==> config.mk <==
export PLATFORM = sky130hd
export DESIGN_NAME = apple_field
export DESIGN_NICKNAME = d
export VERILOG_FILES = /design/src/rtl/apple_pkg.sv /design/src/rtl/lfsr16.sv /design/src/rtl/apple_field.sv
export SDC_FILE = /design/constraint.sdc
export NUM_CORES = 1
export LEC_CHECK = 0
export ABC_CLOCK_PERIOD_IN_PS = 7350
export CORE_ASPECT_RATIO = 2
export CORE_MARGIN = 2
export CORE_UTILIZATION = 35
export CTS_CLUSTER_SIZE = 10
export DETAILED_ROUTE_END_ITERATION = 7
export PLACE_DENSITY = 0.6
export SLEW_MARGIN = 15
export SYNTH_ARGS = -nofsm -noshare
export SYNTH_HDL_FRONTEND = slang
export SYNTH_SLANG_ARGS = --single-unit
==> constraint.sdc <==
create_clock -name clk -period 7.35 [get_ports clk]
set_clock_uncertainty 0.1 [all_clocks]
set_input_delay 1.47 -clock clk [delete_from_list [all_inputs] [get_ports clk]]
set_output_delay 1.47 -clock clk [all_outputs]
set_load 0.02 [all_outputs]
==> src/rtl/apple_pkg.sv <==
// apple_pkg
//   Shared types and constants for the apple_field block: FSM state
//   encoding, LFSR seed and tap mask, the per-slot apple record, and
//   helpers for LFSR stepping and reset placement of slots.
package apple_pkg;

   typedef enum logic [1:0] {
      IDLE,
      PICK,
      CHECK,
      PLACE
   } state_e;

   localparam logic [15:0] LFSR_SEED = 16'hACE1;
   // Taps 16,14,13,11 (1-based) map to bits 15,13,12,10.
   localparam logic [15:0] LFSR_TAPS = 16'hB400;

   typedef struct packed {
      logic       valid;
      logic [7:0] col;
      logic [7:0] row;
   } slot_t;

   function automatic logic [15:0] lfsr_next(input logic [15:0] s);
      return {s[14:0], ^(s & LFSR_TAPS)};
   endfunction

   // Slot i starts valid at cell (2*i+1, 1).
   function automatic slot_t reset_slot(input int unsigned i);
      slot_t s;
      s.valid = 1'b1;
      s.col   = 8'(2 * i + 1);
      s.row   = 8'd1;
      return s;
   endfunction

endpackage

==> src/rtl/lfsr16.sv <==
// lfsr16
//   Free-running 16-bit Fibonacci LFSR, advancing every clock.
//   Ports:
//     clk   - system clock
//     reset - asynchronous active-high reset, loads LFSR_SEED
//     value - current LFSR state
module lfsr16
   import apple_pkg::*;
(
   input  logic        clk,
   input  logic        reset,
   output logic [15:0] value
);

   logic [15:0] state_q;
   logic [15:0] state_d;

   always_comb begin
      state_d = lfsr_next(state_q);
      // The all-zero state is a lock-up point; never enter it.
      if (state_d == '0) begin
         state_d = LFSR_SEED;
      end
   end

   always_ff @(posedge clk or posedge reset) begin
      if (reset) begin
         state_q <= LFSR_SEED;
      end else begin
         state_q <= state_d;
      end
   end

   assign value = state_q;

endmodule

==> src/rtl/apple_field.sv <==
// apple_field
//   Holds N_APPLES apple slots on a GRID_W x GRID_H cell playfield, draws
//   them against the current pixel, and respawns an eaten apple at a
//   random free cell chosen from a free-running LFSR.
//   Optional feature macro: APPLE_BLINK_EN -- newly placed apples blink
//   for a few frames (per-slot 4-bit counter stepped by frame_tick).
//   Ports:
//     clk, reset      - clock, asynchronous active-high reset
//     x_pos, y_pos    - current pixel coordinate
//     frame_tick      - one-cycle pulse per video frame (blink only)
//     eat_valid/idx   - eat event for slot eat_idx
//     eat_ready       - high while an eat event can be accepted
//     spawn_done      - one-cycle pulse when a replacement is placed
//     apple_active    - current pixel lies inside a drawn apple
//     apple_idx       - slot of the hit (lowest index wins), else 0
//     rgb             - COLOR on a hit, else black
module apple_field
   import apple_pkg::*;
#(
   parameter int unsigned BIT      = 10,
   parameter int unsigned SIZE     = 20,
   parameter int unsigned N_APPLES = 3,
   parameter int unsigned GRID_W   = 32,
   parameter int unsigned GRID_H   = 24,
   parameter logic [2:0]  COLOR    = 3'b100
) (
   input  logic           clk,
   input  logic           reset,
   input  logic [BIT-1:0] x_pos,
   input  logic [BIT-1:0] y_pos,
   input  logic           frame_tick,
   input  logic           eat_valid,
   input  logic [2:0]     eat_idx,
   output logic           eat_ready,
   output logic           spawn_done,
   output logic           apple_active,
   output logic [2:0]     apple_idx,
   output logic [2:0]     rgb
);

   state_e      state_q, state_d;
   slot_t       slot_q [N_APPLES];
   slot_t       slot_d [N_APPLES];
   logic [2:0]  idx_q, idx_d;
   logic [7:0]  cand_col_q, cand_col_d;
   logic [7:0]  cand_row_q, cand_row_d;
   logic        spawn_done_q, spawn_done_d;

   logic [15:0]    lfsr_val;
   logic           cand_hit;
   logic           cand_bad;
   logic           drawn  [N_APPLES];
   logic [BIT-1:0] org_x  [N_APPLES];
   logic [BIT-1:0] org_y  [N_APPLES];

   lfsr16 u_lfsr (
      .clk   (clk),
      .reset (reset),
      .value (lfsr_val)
   );

   // ------------------------------------------------------------------
   // Optional blink counters
   // ------------------------------------------------------------------
`ifdef APPLE_BLINK_EN
   logic [3:0] blink_q [N_APPLES];
   logic [3:0] blink_d [N_APPLES];

   always_comb begin
      for (int unsigned i = 0; i < N_APPLES; i++) begin
         blink_d[i] = blink_q[i];
         if (state_q == PLACE && idx_q == 3'(i)) begin
            blink_d[i] = 4'd15;
         end else if (frame_tick && blink_q[i] != '0) begin
            blink_d[i] = blink_q[i] - 4'd1;
         end
      end
   end

   always_ff @(posedge clk or posedge reset) begin
      if (reset) begin
         for (int unsigned i = 0; i < N_APPLES; i++) begin
            blink_q[i] <= '0;
         end
      end else begin
         for (int unsigned i = 0; i < N_APPLES; i++) begin
            blink_q[i] <= blink_d[i];
         end
      end
   end

   // While blinking, the slot is shown only when counter bit 1 is clear.
   always_comb begin
      for (int unsigned i = 0; i < N_APPLES; i++) begin
         drawn[i] = slot_q[i].valid && (blink_q[i] == '0 || !blink_q[i][1]);
      end
   end
`else
   logic unused_frame_tick;
   assign unused_frame_tick = frame_tick;

   always_comb begin
      for (int unsigned i = 0; i < N_APPLES; i++) begin
         drawn[i] = slot_q[i].valid;
      end
   end
`endif

   // ------------------------------------------------------------------
   // Pixel hit test
   // ------------------------------------------------------------------
   always_comb begin
      for (int unsigned i = 0; i < N_APPLES; i++) begin
         org_x[i] = BIT'(slot_q[i].col) * BIT'(SIZE);
         org_y[i] = BIT'(slot_q[i].row) * BIT'(SIZE);
      end
   end

   // Offset-from-origin form avoids overflow of origin+SIZE at BIT width.
   always_comb begin
      apple_active = 1'b0;
      apple_idx    = '0;
      for (int unsigned i = 0; i < N_APPLES; i++) begin
         if (!apple_active && drawn[i] &&
             x_pos >= org_x[i] && (x_pos - org_x[i]) < BIT'(SIZE) &&
             y_pos >= org_y[i] && (y_pos - org_y[i]) < BIT'(SIZE)) begin
            apple_active = 1'b1;
            apple_idx    = 3'(i);
         end
      end
   end

   assign rgb = apple_active ? COLOR : 3'b000;

   // ------------------------------------------------------------------
   // Candidate validation
   // ------------------------------------------------------------------
   // The eaten slot is already invalid, so it never blocks its own cell.
   always_comb begin
      cand_hit = 1'b0;
      for (int unsigned i = 0; i < N_APPLES; i++) begin
         if (slot_q[i].valid && slot_q[i].col == cand_col_q &&
             slot_q[i].row == cand_row_q) begin
            cand_hit = 1'b1;
         end
      end
      cand_bad = (32'(cand_col_q) >= GRID_W) ||
                 (32'(cand_row_q) >= GRID_H) || cand_hit;
   end

   // ------------------------------------------------------------------
   // Respawn FSM
   // ------------------------------------------------------------------
   assign eat_ready  = (state_q == IDLE);
   assign spawn_done = spawn_done_q;

   always_comb begin
      state_d      = state_q;
      slot_d       = slot_q;
      idx_d        = idx_q;
      cand_col_d   = cand_col_q;
      cand_row_d   = cand_row_q;
      spawn_done_d = 1'b0;

      unique case (state_q)
         IDLE: begin
            // Out-of-range slot indices are silently dropped.
            if (eat_valid && 32'(eat_idx) < N_APPLES) begin
               for (int unsigned i = 0; i < N_APPLES; i++) begin
                  if (eat_idx == 3'(i)) begin
                     slot_d[i].valid = 1'b0;
                  end
               end
               idx_d   = eat_idx;
               state_d = PICK;
            end
         end
         PICK: begin
            cand_col_d = lfsr_val[7:0];
            cand_row_d = lfsr_val[15:8];
            state_d    = CHECK;
         end
         CHECK: begin
            state_d = cand_bad ? PICK : PLACE;
         end
         PLACE: begin
            for (int unsigned i = 0; i < N_APPLES; i++) begin
               if (idx_q == 3'(i)) begin
                  slot_d[i].valid = 1'b1;
                  slot_d[i].col   = cand_col_q;
                  slot_d[i].row   = cand_row_q;
               end
            end
            // Registered so the pulse coincides with the slot update.
            spawn_done_d = 1'b1;
            state_d      = IDLE;
         end
         default: state_d = IDLE;
      endcase
   end

   always_ff @(posedge clk or posedge reset) begin
      if (reset) begin
         state_q      <= IDLE;
         idx_q        <= '0;
         cand_col_q   <= '0;
         cand_row_q   <= '0;
         spawn_done_q <= 1'b0;
         for (int unsigned i = 0; i < N_APPLES; i++) begin
            slot_q[i] <= reset_slot(i);
         end
      end else begin
         state_q      <= state_d;
         idx_q        <= idx_d;
         cand_col_q   <= cand_col_d;
         cand_row_q   <= cand_row_d;
         spawn_done_q <= spawn_done_d;
         for (int unsigned i = 0; i < N_APPLES; i++) begin
            slot_q[i] <= slot_d[i];
         end
      end
   end

endmodule

=== After elaboration in Yosys (flattened, before gate mapping) ===
Index checks and enable logic that the tools add are counted.

* Flip-flop bits (word level): 89
* Bits of input ports: 27
* Output and inout bits: 9
* Logic and storage cells: 126

* $add $sub $neg: 6
* Multipliers: 6
* Magnitude comparators: 15
* Eq/ne operators: 20
* Muxes and demuxes: 26
* Reduce and logical (&&, ||, !) cells: 38

{| class="wikitable"
|+ Operator list
! operator !! number
|-
| $ge 10x10->1 || 6
|-
| $lt 10x5->1 const B || 6
|-
| $sub 10x10->10 || 6
|-
| $mux 17 || 3
|-
| $eq 8x8->1 || 6
|-
| $mul 8x3->8 const B || 6
|-
| $logic_and 1x1->1 || 21
|-
| $logic_not 16->1 || 1
|-
| $mux 16 || 1
|-
| $reduce_xor 16->1 || 1
|-
| $mux 1 || 14
|-
| $reduce_and 4->1 || 3
|-
| $ge 8x5->1 const B || 1
|-
| $ge 8x6->1 const B || 1
|-
| $ne 2x1->1 const B || 4
|-
| $pmux 2 s4 || 1
|-
| $reduce_and 2->1 || 4
|-
| $eq 3x1->1 const B || 2
|-
| $eq 3x2->1 const B || 2
|-
| $logic_not 3->1 || 2
|-
| $mux 3 || 2
|-
| $ne 2x2->1 const B || 3
|-
| $pmux 1 s2 || 3
|-
| $eq 2x2->1 const B || 2
|-
| 7 further kinds || 10
|}

=== Depth between registers and ports, before layout ===
* Depth in word-level cells: 22
* Gate-level depth with buffers: 17
* Depth with buffers taken out: 16

=== Cells and area by module ===
From an unflattened synthesis, not the netlist that was laid out.

* Cells, all modules: 672
* Area, all modules: 6965.4 sq um

{| class="wikitable"
|+ By module, submodules not included
! module !! times used !! cells each !! area an instance (sq um) !! seq. area each (sq um)
|-
| apple_field || 1 || 631 || 6392.4 || 1840.5
|-
| lfsr16 || 1 || 41 || 573.0 || 410.4
|}

=== Worst setup path after synthesis ===
No wires, ideal clock.

* Path kind: input -> output
* From: input port y_pos[5]
* To: output port rgb[2]
* Arrival time: 3.866 ns
* Required time: 5.780 ns
* Path slack: 1.914 ns
* Stages: 9
* Buffers on the path: 1
* Cells stage by stage: ha_1 a21o_1 a21oi_2 o21ai_2 xor2_1 or4_1 or4b_1 o211ai_2 buf_4

* Cells in the longest elaborated chain, start to end: 19
* Elaborated cells between the ends (all ways): 27
* Those cells by class: add/sub: 3; order compare: 6; mux: 4; reduce/logical: 14

{| class="wikitable"
|+ RTL lines
! element !! RTL line !! source
|-
| from (decl) || apple_field.sv:30 || <nowiki>input logic [BIT-1:0] y_pos,</nowiki>
|-
| $sub 10x10->10 or $ge 10x10->1 (tied branches) || apple_field.sv:126 || <nowiki>y_pos >= org_y[i] && (y_pos - org_y[i]) < BIT'(SIZE)) begin</nowiki>
|-
| $lt 10x5->1 or $logic_and 1x1->1 (tied branches) || apple_field.sv:126, apple_field.sv:125 ||
|-
| $logic_and 1x1->1 || apple_field.sv:126 ||
|-
| $mux 1 || apple_field.sv:124 || <nowiki>if (!apple_active && drawn[i] &&</nowiki>
|-
| $logic_not 1->1 || apple_field.sv:124 ||
|-
| $logic_and 1x1->1 (2 in series) || apple_field.sv:124 ||
|-
| $logic_and 1x1->1 (2 in series) || apple_field.sv:125 || <nowiki>x_pos >= org_x[i] && (x_pos - org_x[i]) < BIT'(SIZE) &&</nowiki>
|-
| $logic_and 1x1->1 || apple_field.sv:126 ||
|-
| $mux 1 || apple_field.sv:124 ||
|-
| $logic_not 1->1 || apple_field.sv:124 ||
|-
| $logic_and 1x1->1 (2 in series) || apple_field.sv:124 ||
|-
| $logic_and 1x1->1 (2 in series) || apple_field.sv:125 ||
|-
| $logic_and 1x1->1 || apple_field.sv:126 ||
|-
| $mux 1 * || apple_field.sv:124 ||
|-
| net apple_active || apple_field.sv:36 || <nowiki>output logic apple_active,</nowiki>
|-
| $mux 3 * || apple_field.sv:133 || <nowiki>assign rgb = apple_active ? COLOR : 3'b000;</nowiki>
|-
| to (decl) || apple_field.sv:38 || <nowiki>output logic [2:0] rgb</nowiki>
|}

Mark *: on every way through the listed nets, which the timed path passes. The rest lies on a longest branch.

=== Worst setup path after layout ===
* From: input port y_pos[4]
* To: output port apple_idx[0]

* Cells in the longest elaborated chain, start to end: 18
* Elaborated cells between the ends (all ways): 27
* Those cells by class: add/sub: 3; order compare: 6; mux: 4; reduce/logical: 14

{| class="wikitable"
|+ RTL lines
! element !! RTL line !! source
|-
| $sub 10x10->10 or $ge 10x10->1 (tied branches) || apple_field.sv:126 ||
|-
| $lt 10x5->1 or $logic_and 1x1->1 (tied branches) || apple_field.sv:126, apple_field.sv:125 ||
|-
| $logic_and 1x1->1 || apple_field.sv:126 ||
|-
| $mux 1 || apple_field.sv:124 ||
|-
| $logic_not 1->1 || apple_field.sv:124 ||
|-
| $logic_and 1x1->1 (2 in series) || apple_field.sv:124 ||
|-
| $logic_and 1x1->1 (2 in series) || apple_field.sv:125 ||
|-
| $logic_and 1x1->1 || apple_field.sv:126 ||
|-
| $mux 1 || apple_field.sv:124 ||
|-
| $logic_not 1->1 || apple_field.sv:124 ||
|-
| $logic_and 1x1->1 (2 in series) || apple_field.sv:124 ||
|-
| $logic_and 1x1->1 (2 in series) || apple_field.sv:125 ||
|-
| $logic_and 1x1->1 || apple_field.sv:126 ||
|-
| $mux 3 * || apple_field.sv:124 ||
|-
| to (decl) || apple_field.sv:37 || <nowiki>output logic [2:0] apple_idx,</nowiki>
|}

Mark *: on every way between the ends. The rest lies on a longest branch, timed or not.

==> impl_results.md <==
* Routed Antenna Nets at 0
* Peak VDD IR at 0.2032 mV
* Synth Area in Adders at 0.2029
* CTS Buffer Depth at 2
* Combinational family with the most area after synthesis: adder cells
* Num CTS Buffers at 9
* Critical Setup Path Class: input port to output pin
* Slew @ Worst Pin at 0.9918 ns
* Resized cells post-CTS at 0
* Mapped Cells at 660
* Arrival @ worst endpoint at 5.03 ns
* Synthesized area per cell at 10.43 um^2
* IO Port Bufs at 29
* Core Rows at 72
* Root Buffer: clkbuf_16
* Design Area, Final at 0.007682 mm^2
* H-Tree Depth at 3
* Worst setup EP type: output pin
* Highest net fanout along the worst path at 5
* Xor/xnor share of the synthesized area at 0.1158
* Initial DRC Count at 194
* Gr ovfl total at 0
* CTS tree: yes
* FMAX at 0.1515 GHz
* Most used flip-flop cell after synthesis: dfrtp_1
* Vias in the first global route at 5,069
* Synth Warn # at 0
* Number of remaining DRC errors at 0
* Min Hold Slack at 0.3076 ns
* Overall die height at 202.3 um
* Outcome: complete, no violations
* Netlist cell types at 57
* Final worst slack at 0.7480 ns
* Crit path time final at 6.602 ns
* TritonRoute pass-1 iters at 4
* PD cells at 516.3 mW/mm^2
* Layout cell share with drive strength beyond 1 at 0.1760
* Top area cells in the synthesized netlist: dfrtp_1 (25%), ha_1 (19%), mux2_2 (10%)
* M3 GR Usage at 0.01833
* GP Congestion at 0.8699
* Die X at 103.2 um
* Complex-gate fraction of the synthesized area at 0.08945
* Top-count cell post-synth: ha_1
* Overall routing resource usage at 0.1736
* Routing usage on met1 at 0.1655
* Slew Limit Fails at 0
* Core area at 0.01928 mm^2
* Io pins at 36
* Final period util at 0.8982
* DP Worst Slack at 0.6695 ns
* Vias per std cell at 5.108
* Via count at 4,776
* Post-DP HPWL at 13,960 um
* Sequential element share of the synthesized area at 0.3271
* Area Growth Syn to Fin at 11.64%
* Wire per inst at 18.01 um
* CTS Sinks at 89
* Clock Latency Late Sink at 0.35 ns
* Hold WC Path Type: flop to flop
* Max-cap viol count at 0
* Slew HR at 0.3388
* GR Util met2 at 0.3212
* ANT cells at 0
* Yosys top cell by area: dfrtp_1
* RSZ-0062 raised after global routing: false
* Clk slew on worst S/H paths at 0.06 ns
* Number of antenna violations at the first check in global routing at 0
* # nets final at 806
* CTS Hold Buffers Added at 0
* DIE AREA at 0.02087 mm^2
* Top Usage Layer GRT: met2
* Starting Density at 0.3570
* Final hold violations at 0
* Simple-Gate Fraction of Synth Area at 0.1122
* Dpl cell area at 0.007385 mm^2
* Req. time, crit path at 5.78 ns
* Final setup viols at 0
* Setup_tns at 0 ns
* Leak at 3.509 nW
* Synthesis-stage register bit count at 89
* Post-CTS Setup Bufs at 0
* Asr flop ratio synth at 1.000
* Final wirelength at 16,840 um
* Largest net degree at the start of global routing at 77
* Post-synth EDFFs at 0
* Mux contribution to synthesized area at 0.1089
* Startpoint Class: input port
* Share of the synthesized area in the top cell type at 0.2545
* Mapped Area at 0.006882 mm^2
* First-pass GRT wire length at 26,810 um
* Synth cell count leaders: ha_1 (102), dfrtp_1 (70), xnor2_1 (67)
[layout by cell type (no fill, tap or decap), drive strengths merged, types with 3 or more instances in the layout]
master and instances:
dfstp 19, xor2 24, mux2 63, a31oi 3, nand2 27, nand2b 8
nand4 11, fa 6, nor4 9, o21ai 15, a21o 16, xnor2 67
conb 3, o211ai 4, o21a 6, nand3 10, a211oi 7, nor2 19
nor4b 4, a21oi 27, nor2b 9, clkbuf 11, buf 3, clkdlybuf4s50 29
o2111ai 3, ha 102, clkinv 3, or2 9, nor3 12, mux2i 4
inv 40, dfrtp 70, and2 5
[worst max-delay path, stage by stage]
cell	delay, ns
clkdlybuf4s50_1	0.50
ha_1	0.40
o21ai_0	0.16
a21oi_1	0.08
o21a_1	0.24
nor4_1	0.48
o2111ai_1	0.23
or4b_2	0.73
a21oi_1	0.14
clkdlybuf4s50_1	0.61
[final timing paths]
kind                                             endpoint  slack, ns  cells after the start                      start
max in group asynchronous          slot_q[20]$_DFFE_PP0P_       4.64                      3                      reset
min in group asynchronous            spawn_done$_DFF_PP0_       1.25                      2                      reset
worst min register to register  u_lfsr.value[3]$_DFF_PP0_       0.31                      0  u_lfsr.value[2]$_DFF_PP0_
worst min-delay path            u_lfsr.value[3]$_DFF_PP0_       0.31                      0  u_lfsr.value[2]$_DFF_PP0_
worst max-delay path                         apple_idx[0]       0.75                     10                   y_pos[4]
worst max register to register     state_q[1]$_DFFE_PP0P_       4.85                      5  cand_row_q[4]$_DFFE_PP0N_
[layout make-up]
cell class	instances	area (um^2)
clock buffers	11	242.7
inverters	41	155.1
repair buffers	32	312.8
multi-input cells	498	4342
fillers	1947	11600
well taps	259	324.1
flip-flops and latches	89	2251
clock inverters	5	55.05
[per-stage QoR]
stage          utilization  power [mW]  instances
2_1_floorplan            -       2.821        662
3_3_place_gp        0.3830       3.497        919
3_5_place_dp        0.3830       3.533        919
4_1_cts             0.3985       4.025        935
5_1_grt             0.3985       4.335        935
6_report            0.3985       3.966        935
[per-layer routing]
metal | part of all wire | up-vias
li1 | - | 2349
met1 | 0.35 | 2305
met2 | 0.55 | 74
met3 | 0.016 | 48
met4 | 0.083 | 0
met5 | 0 | -
[cell families after synthesis]
logic type                 count (synthesis)
buffers and inverters                     75
other                                      1
muxes                                     67
and+or+nand+nor                          137
AOI/OAI and AO/OA                         92
adders and majority gates                108
DFF                                       89
xor gates and xnor gates                  91
[state kept, by name, summed over array words and instances (netlist names)]
signal	cells
cand_row_q	8
drawn	3
u_lfsr.value	16
slot_q	48
idx_q	3
state_q	2
cand_col_q	8
spawn_done	1
[report_power, final]
| group | internal (mW) | switching, mW |
|---|---|---|
| Sequential | 0.681 | 0.302 |
| Clock | 0.271 | 0.191 |
| Combinational | 1.19 | 1.33 |
No activity file was read; power rests on OpenSTA's default activity.
